==> config.mk <==
export PLATFORM = sky130hd
export DESIGN_NAME = icache_fetch
export DESIGN_NICKNAME = d
export VERILOG_FILES = /design/src/rtl/icache_fetch.sv
export SDC_FILE = /design/constraint.sdc
export NUM_CORES = 2
export LEC_CHECK = 0
export BUFFER_PORTS_ARGS = -buffer_cell sky130_fd_sc_hd__buf_4
export CAP_MARGIN = 20
export CORE_AREA = 8 8 429 431
export DETAILED_ROUTE_END_ITERATION = 6
export DIE_AREA = 0 0 437 439
export GPL_ROUTABILITY_DRIVEN = 1
export PLACE_DENSITY_LB_ADDON = 0.12
export SYNTH_ARGS = -nofsm -noshare
export SYNTH_HDL_FRONTEND = slang
export SYNTH_SLANG_ARGS = --single-unit
==> constraint.sdc <==
create_clock -name clk -period 6.5 [get_ports clk]
set_input_delay 0.65 -clock clk [delete_from_list [all_inputs] [get_ports clk]]
set_output_delay 0.65 -clock clk [all_outputs]
set_load 0.005 [all_outputs]
==> src/rtl/icache_fetch.sv <==
// Direct-mapped read-only instruction cache with multi-beat line refill.
// Define ICACHE_STATS_EN to add the hit_count / miss_count statistics outputs.
module icache_fetch #(
    parameter int ADDRESS_WIDTH = 32,
    parameter int DATA_WIDTH    = 32,
    parameter int SETS          = 16,
    parameter int BLOCK_WORDS   = 4
) (
    input  logic                     clk,
    input  logic                     rst,
    input  logic [ADDRESS_WIDTH-1:0] pc,
    output logic [DATA_WIDTH-1:0]    instr,
    output logic                     stall,
    output logic                     mem_req,
    output logic [ADDRESS_WIDTH-1:0] mem_addr,
    input  logic                     mem_ready,
    input  logic [DATA_WIDTH-1:0]    mem_rdata
`ifdef ICACHE_STATS_EN
    ,
    output logic [31:0]              hit_count,
    output logic [31:0]              miss_count
`endif
);
    localparam int OFF_W = $clog2(BLOCK_WORDS);
    localparam int IDX_W = $clog2(SETS);
    localparam int TAG_W = ADDRESS_WIDTH - 2 - OFF_W - IDX_W;
    localparam logic [DATA_WIDTH-1:0] NOP = DATA_WIDTH'(32'h0000_0013);

    typedef enum logic {S_IDLE, S_REFILL} state_t;

    state_t                   r_state;
    logic [OFF_W-1:0]         r_beat;
    logic [IDX_W-1:0]         r_index;
    logic [TAG_W-1:0]         r_line_tag;
    logic                     r_mem_req;
    logic [ADDRESS_WIDTH-1:0] r_mem_addr;
    logic [SETS-1:0]          r_valid;
    logic [TAG_W-1:0]         r_tag  [SETS];
    logic [DATA_WIDTH-1:0]    r_data [SETS*BLOCK_WORDS];

    logic [OFF_W-1:0] w_pc_off;
    logic [IDX_W-1:0] w_pc_index;
    logic [TAG_W-1:0] w_pc_tag;
    logic             w_hit;
    logic             w_miss;
    logic             w_beat_done;
    logic             w_last_beat;
    logic             w_unused_pc;

    assign w_pc_off    = pc[OFF_W+1:2];
    assign w_pc_index  = pc[OFF_W+2 +: IDX_W];
    assign w_pc_tag    = pc[ADDRESS_WIDTH-1 -: TAG_W];
    assign w_unused_pc = &{1'b0, pc[1:0]};

    // Lookups are suppressed while rst is high so every reset cycle reports a stall.
    assign w_hit       = (r_state == S_IDLE) && !rst && r_valid[w_pc_index]
                         && (r_tag[w_pc_index] == w_pc_tag);
    assign w_miss      = (r_state == S_IDLE) && !w_hit;
    assign w_beat_done = (r_state == S_REFILL) && mem_ready && !rst;
    assign w_last_beat = w_beat_done && (&r_beat);

    assign instr    = w_hit ? r_data[{w_pc_index, w_pc_off}] : NOP;
    assign stall    = !w_hit;
    assign mem_req  = r_mem_req;
    assign mem_addr = r_mem_addr;

    always_ff @(posedge clk) begin
        if (rst) begin
            r_state    <= S_IDLE;
            r_beat     <= '0;
            r_index    <= '0;
            r_line_tag <= '0;
            r_mem_req  <= 1'b0;
            r_mem_addr <= '0;
        end else begin
            case (r_state)
                S_IDLE: begin
                    if (w_miss) begin
                        r_state    <= S_REFILL;
                        r_beat     <= '0;
                        r_index    <= w_pc_index;
                        r_line_tag <= w_pc_tag;
                        r_mem_req  <= 1'b1;
                        r_mem_addr <= {w_pc_tag, w_pc_index, {(OFF_W+2){1'b0}}};
                    end
                end
                S_REFILL: begin
                    if (mem_ready) begin
                        if (&r_beat) begin
                            r_state    <= S_IDLE;
                            r_beat     <= '0;
                            r_mem_req  <= 1'b0;
                            r_mem_addr <= '0;
                        end else begin
                            r_beat     <= r_beat + 1'b1;
                            r_mem_addr <= r_mem_addr + ADDRESS_WIDTH'(4);
                        end
                    end
                end
                default: r_state <= S_IDLE;
            endcase
        end
    end

    always_ff @(posedge clk) begin
        if (w_beat_done) begin
            r_data[{r_index, r_beat}] <= mem_rdata;
        end
        if (w_last_beat) begin
            r_tag[r_index] <= r_line_tag;
        end
    end

    // A line drops out of service the moment its refill starts and only returns once complete.
    for (genvar gi = 0; gi < SETS; gi++) begin : g_valid
        always_ff @(posedge clk) begin
            if (rst) begin
                r_valid[gi] <= 1'b0;
            end else if (w_miss && (w_pc_index == IDX_W'(gi))) begin
                r_valid[gi] <= 1'b0;
            end else if (w_last_beat && (r_index == IDX_W'(gi))) begin
                r_valid[gi] <= 1'b1;
            end
        end
    end

`ifdef ICACHE_STATS_EN
    logic [31:0] r_hit_count;
    logic [31:0] r_miss_count;

    always_ff @(posedge clk) begin
        if (rst) begin
            r_hit_count  <= '0;
            r_miss_count <= '0;
        end else begin
            if (w_hit) begin
                r_hit_count <= r_hit_count + 32'd1;
            end
            if (w_miss) begin
                r_miss_count <= r_miss_count + 32'd1;
            end
        end
    end

    assign hit_count  = r_hit_count;
    assign miss_count = r_miss_count;
`endif
endmodule

==> impl_metrics.json <==
{
  "ctsResizeCount": 0,
  "synthesized_area_fraction_occupied_by_adder_cells": 0.0002580,
  "die_span_y_um": 439,
  "postCtsSetupBuffers": 0,
  "synth_compound_area_frac": 0.02816,
  "numCtsBuffers": 275,
  "cap_viol_max_count": 0,
  "startpoint_of_the_worst_register_to_register_path": "r_tag[4][15]",
  "path_class": "input pin to output port",
  "area.growth.synth_to_final_pct": 13.71,
  "fillerInstances": 12190,
  "cp.arrival_ns": 5.29,
  "post_synth_edffs": 2432,
  "number_of_h_tree_levels": 5,
  "path_common_cell": "buf_4",
  "drc_errors": 0,
  "critPathCaptureType": "output port",
  "start_util": 0.5472,
  "hp-class": "input pin to register",
  "layout.nets": 4898,
  "cellLeakagePower_uw": 0.03473,
  "hold_violations": 0,
  "detailedRoute.firstIterationViolations": 6689,
  "critPathRequiredTime_ns": 5.85,
  "rsz_0062_raised_after_global_routing": "no",
  "grt_start_max_net_pins": 69,
  "final_min_period_over_clock_period": 0.9138,
  "post_synth_mux_area_share": 0.1616,
  "yosys.area.top_type_share": 0.7530,
  "drt_first_pass_iters": 5,
  "vdd.ir_drop.worst_uv": 257.7,
  "cp_cell_sequence": "buf_8 > nor2b_1 > a22oi_1 > a21oi_1 > o22a_1 > nor4bb_1 > buf_4 > o2111a_1 > and3_4 > inv_4 > buf_4 > a211oi_1 > buf_4",
  "fin_tns_setup_ns": 0,
  "cts-root-to-sink-buffers": 4,
  "yosys_warnings": 0,
  "post_route_cells_drive_above_1_share": 0.2874,
  "floorplan.io_pins": 133,
  "vias_in_the_first_global_route": 49650,
  "groute.usage.overall": 0.2859,
  "timing.clock.skew_ns": 0.04444,
  "floorplan.rows": 155,
  "synth.cell_area_um2": 96990,
  "final_core_occ": 0.6222,
  "most_common_library_cell_in_the_layout_ignoring_fill_and_taps": "edfxtp_1",
  "die_width_um": 437,
  "outcome": "complete, no violations",
  "synth_area_per_cell_um2": 21.67,
  "grt_antenna_before_repair": 10,
  "yosysUniqueCellTypes": 81,
  "pwr_density_cell_nw_per_um2": 305.6,
  "post_synth_inst_count": 4475,
  "synth.area.top_cells": "edfxtp_1 75%, mux4_2 15%, dfxtp_1 1.6%",
  "wirelength_mm": 277.4,
  "yosys.area.top_type": "edfxtp_1",
  "hold_slack_ns": 0.05882,
  "ys_seq_area_frac": 0.7691,
  "synth_top_flop_cell": "edfxtp_1",
  "finalWeightedCongestion": 0.8316,
  "tritoncts": "yes",
  "crit_path_max_fanout": 65,
  "hp-start": "pc[8]",
  "clk_root_buffer_cell": "clkbuf_16",
  "fmaxAchievable_ghz": 0.1684,
  "report.power.total_uw": 33710,
  "clk_pin_slew_ns": 0.06,
  "worst_reg2reg_path_endpoint": "r_line_tag[1]",
  "clk_latency_ns": 0.92,
  "async_reset_ff_frac": 0,
  "drv_slew": 0,
  "dp_hpwl_mm": 158.4,
  "cts.hold.buffers_added": 1,
  "core_region_um2": 177300,
  "grt_overflow": 0,
  "grt_first_pass_wirelength_mm": 386.0,
  "cpPeakStageDelay_ns": 0.79,
  "floorplan.die_area_um2": 191800,
  "layout_common_cells": "2432 x edfxtp_1, 626 x mux4_2, 301 x buf_4",
  "final.min_clock_period_ns": 5.940,
  "post_drt_via_cell_ratio": 6.825,
  "worstRegToRegCells": 10,
  "routedWlPerCell_um": 37.63,
  "numPortBuffers": 128,
  "worst-slew-pin-transition_ns": 1.174,
  "worstHoldEndpoint": "r_line_tag[0]",
  "synth_seq_cells": 2510,
  "whs_path_depth": 3,
  "pre_cts_slack_ns": 0.4918,
  "synth_top_family_by_area": "multiplexers",
  "setup_viol": 0,
  "worst_slack_ns": 0.5605,
  "startpoint_type": "input pin",
  "post_synth_and_or_nand_nor_area_fraction": 0.02345,
  "ant_nets": 0,
  "slew_headroom": 0.2152,
  "critical_path_buf_inv_count": 5,
  "crit_slowest_cell": "nor2b_1",
  "critical_path.top_delay_family": "simple AND/OR/NAND/NOR gates",
  "dr_total_vias": 50310,
  "synth-xor-area-share": 0.003973,
  "cts.sink_count": 2510,
  "regToRegSetupSlack_ns": 2.37
}
==> synthesized netlist by cell type (4+ instances only) <==
cell type / number
a31oi_1: 18
edfxtp_1: 2432
o211ai_1: 6
inv_1: 13
nand4b_1: 4
o221a_2: 7
o22ai_1: 112
clkbuf_1: 119
or4_1: 5
nand4_1: 15
mux4_2: 626
a32oi_1: 9
nand3b_1: 5
mux2_2: 24
mux2i_1: 130
nand2_1: 179
a2111oi_2: 5
a22oi_1: 31
dfxtp_1: 78
buf_4: 20
xor2_1: 15
o21ai_0: 40
buf_2: 87
nand3_1: 24
nand2b_1: 12
a21oi_1: 47
and4_1: 5
o221a_1: 8
and2_1: 10
and3_1: 10
a211oi_1: 26
nor2_1: 133
a22o_1: 7
buf_1: 18
nor4_1: 18
o32ai_1: 6
a221oi_1: 6
nor2b_1: 11
nor3_1: 25
a311oi_1: 5
buf_6: 11
xnor2_1: 29
or3_1: 15
==> cell families (layout without fill, tap and decap cells) <==
family | Yosys count | in the layout
flip-flops | 2510 | 2510
multiplexers | 780 | 780
AND/OR/NAND/NOR | 485 | 485
AO/OA/AOI/OAI | 380 | 380
buffers and inverters | 273 | 804
XOR/XNOR | 44 | 44
adder cells (fa/ha/maj) | 2 | 2
other | 1 | 11
==> cell type report <==
type | count | area, µm² | share of cell area
clock buffers | 342 | 7333 | 0.06649
well taps | 2355 | 2947 | 0.02672
multi-input cells | 1693 | 21700 | 0.1967
clock inverters | 113 | 753.2 | 0.006830
diodes | 9 | 22.52 | 0.0002042
flip-flops and latches | 2510 | 74590 | 0.6764
inverters | 17 | 68.82 | 0.0006240
repair buffers | 332 | 2872 | 0.02604
==> registers in the layout (all words and copies together) (netlist names) <==
register and count:
r_tag 384, mem_req 1, r_valid 16, mem_addr 30
r_beat 2, r_data 2048, r_line_tag 24, r_state 1
r_index 4
==> routing by layer <==
layer	up-vias	track usage	routed length, µm
met5	-	0	13
met4	2	0.09703	10140
met3	521	0.05809	27070
met2	2980	0.4494	132200
met1	27180	0.4068	107900
li1	19620	-	-
==> worst reg2reg max path, cell delays in order (launching register included) <==
cell and delay (ns):
edfxtp_1 0.38, mux4_2 0.47, mux2i_1 0.23, o21ai_0 0.23, o31ai_1 0.71, o2111a_1 0.36, and3_4 0.34, inv_4 0.23
buf_4 0.34, nand2_8 0.43, mux2i_1 0.32
==> report_power, final <==
group          total (µW)  internal (µW)  switching, µW
logic                1530            583            948
registers           17800          17800           71.9
clock network       14300           8330           6000
total               33700          26700           7020
==> metrics by stage <==
stage	instances	area [µm²]
floorplan	4476	96990
global placement	6901	102000
detailed placement	6903	102100
CTS	7359	110200
global route	7364	110300
finish	7371	110300
==> how the worst max path moves through the flow <==
stage,start,depth (start not counted),endpoint
after floorplan,rst,4,r_data[48][0]
after detailed placement,pc[5],13,instr[22]
after CTS,pc[5],13,instr[22]
after global routing,pc[5],13,instr[22]
after global placement,pc[5],13,instr[22]
final,pc[5],13,instr[6]
(Power assumes the default switching activity.)
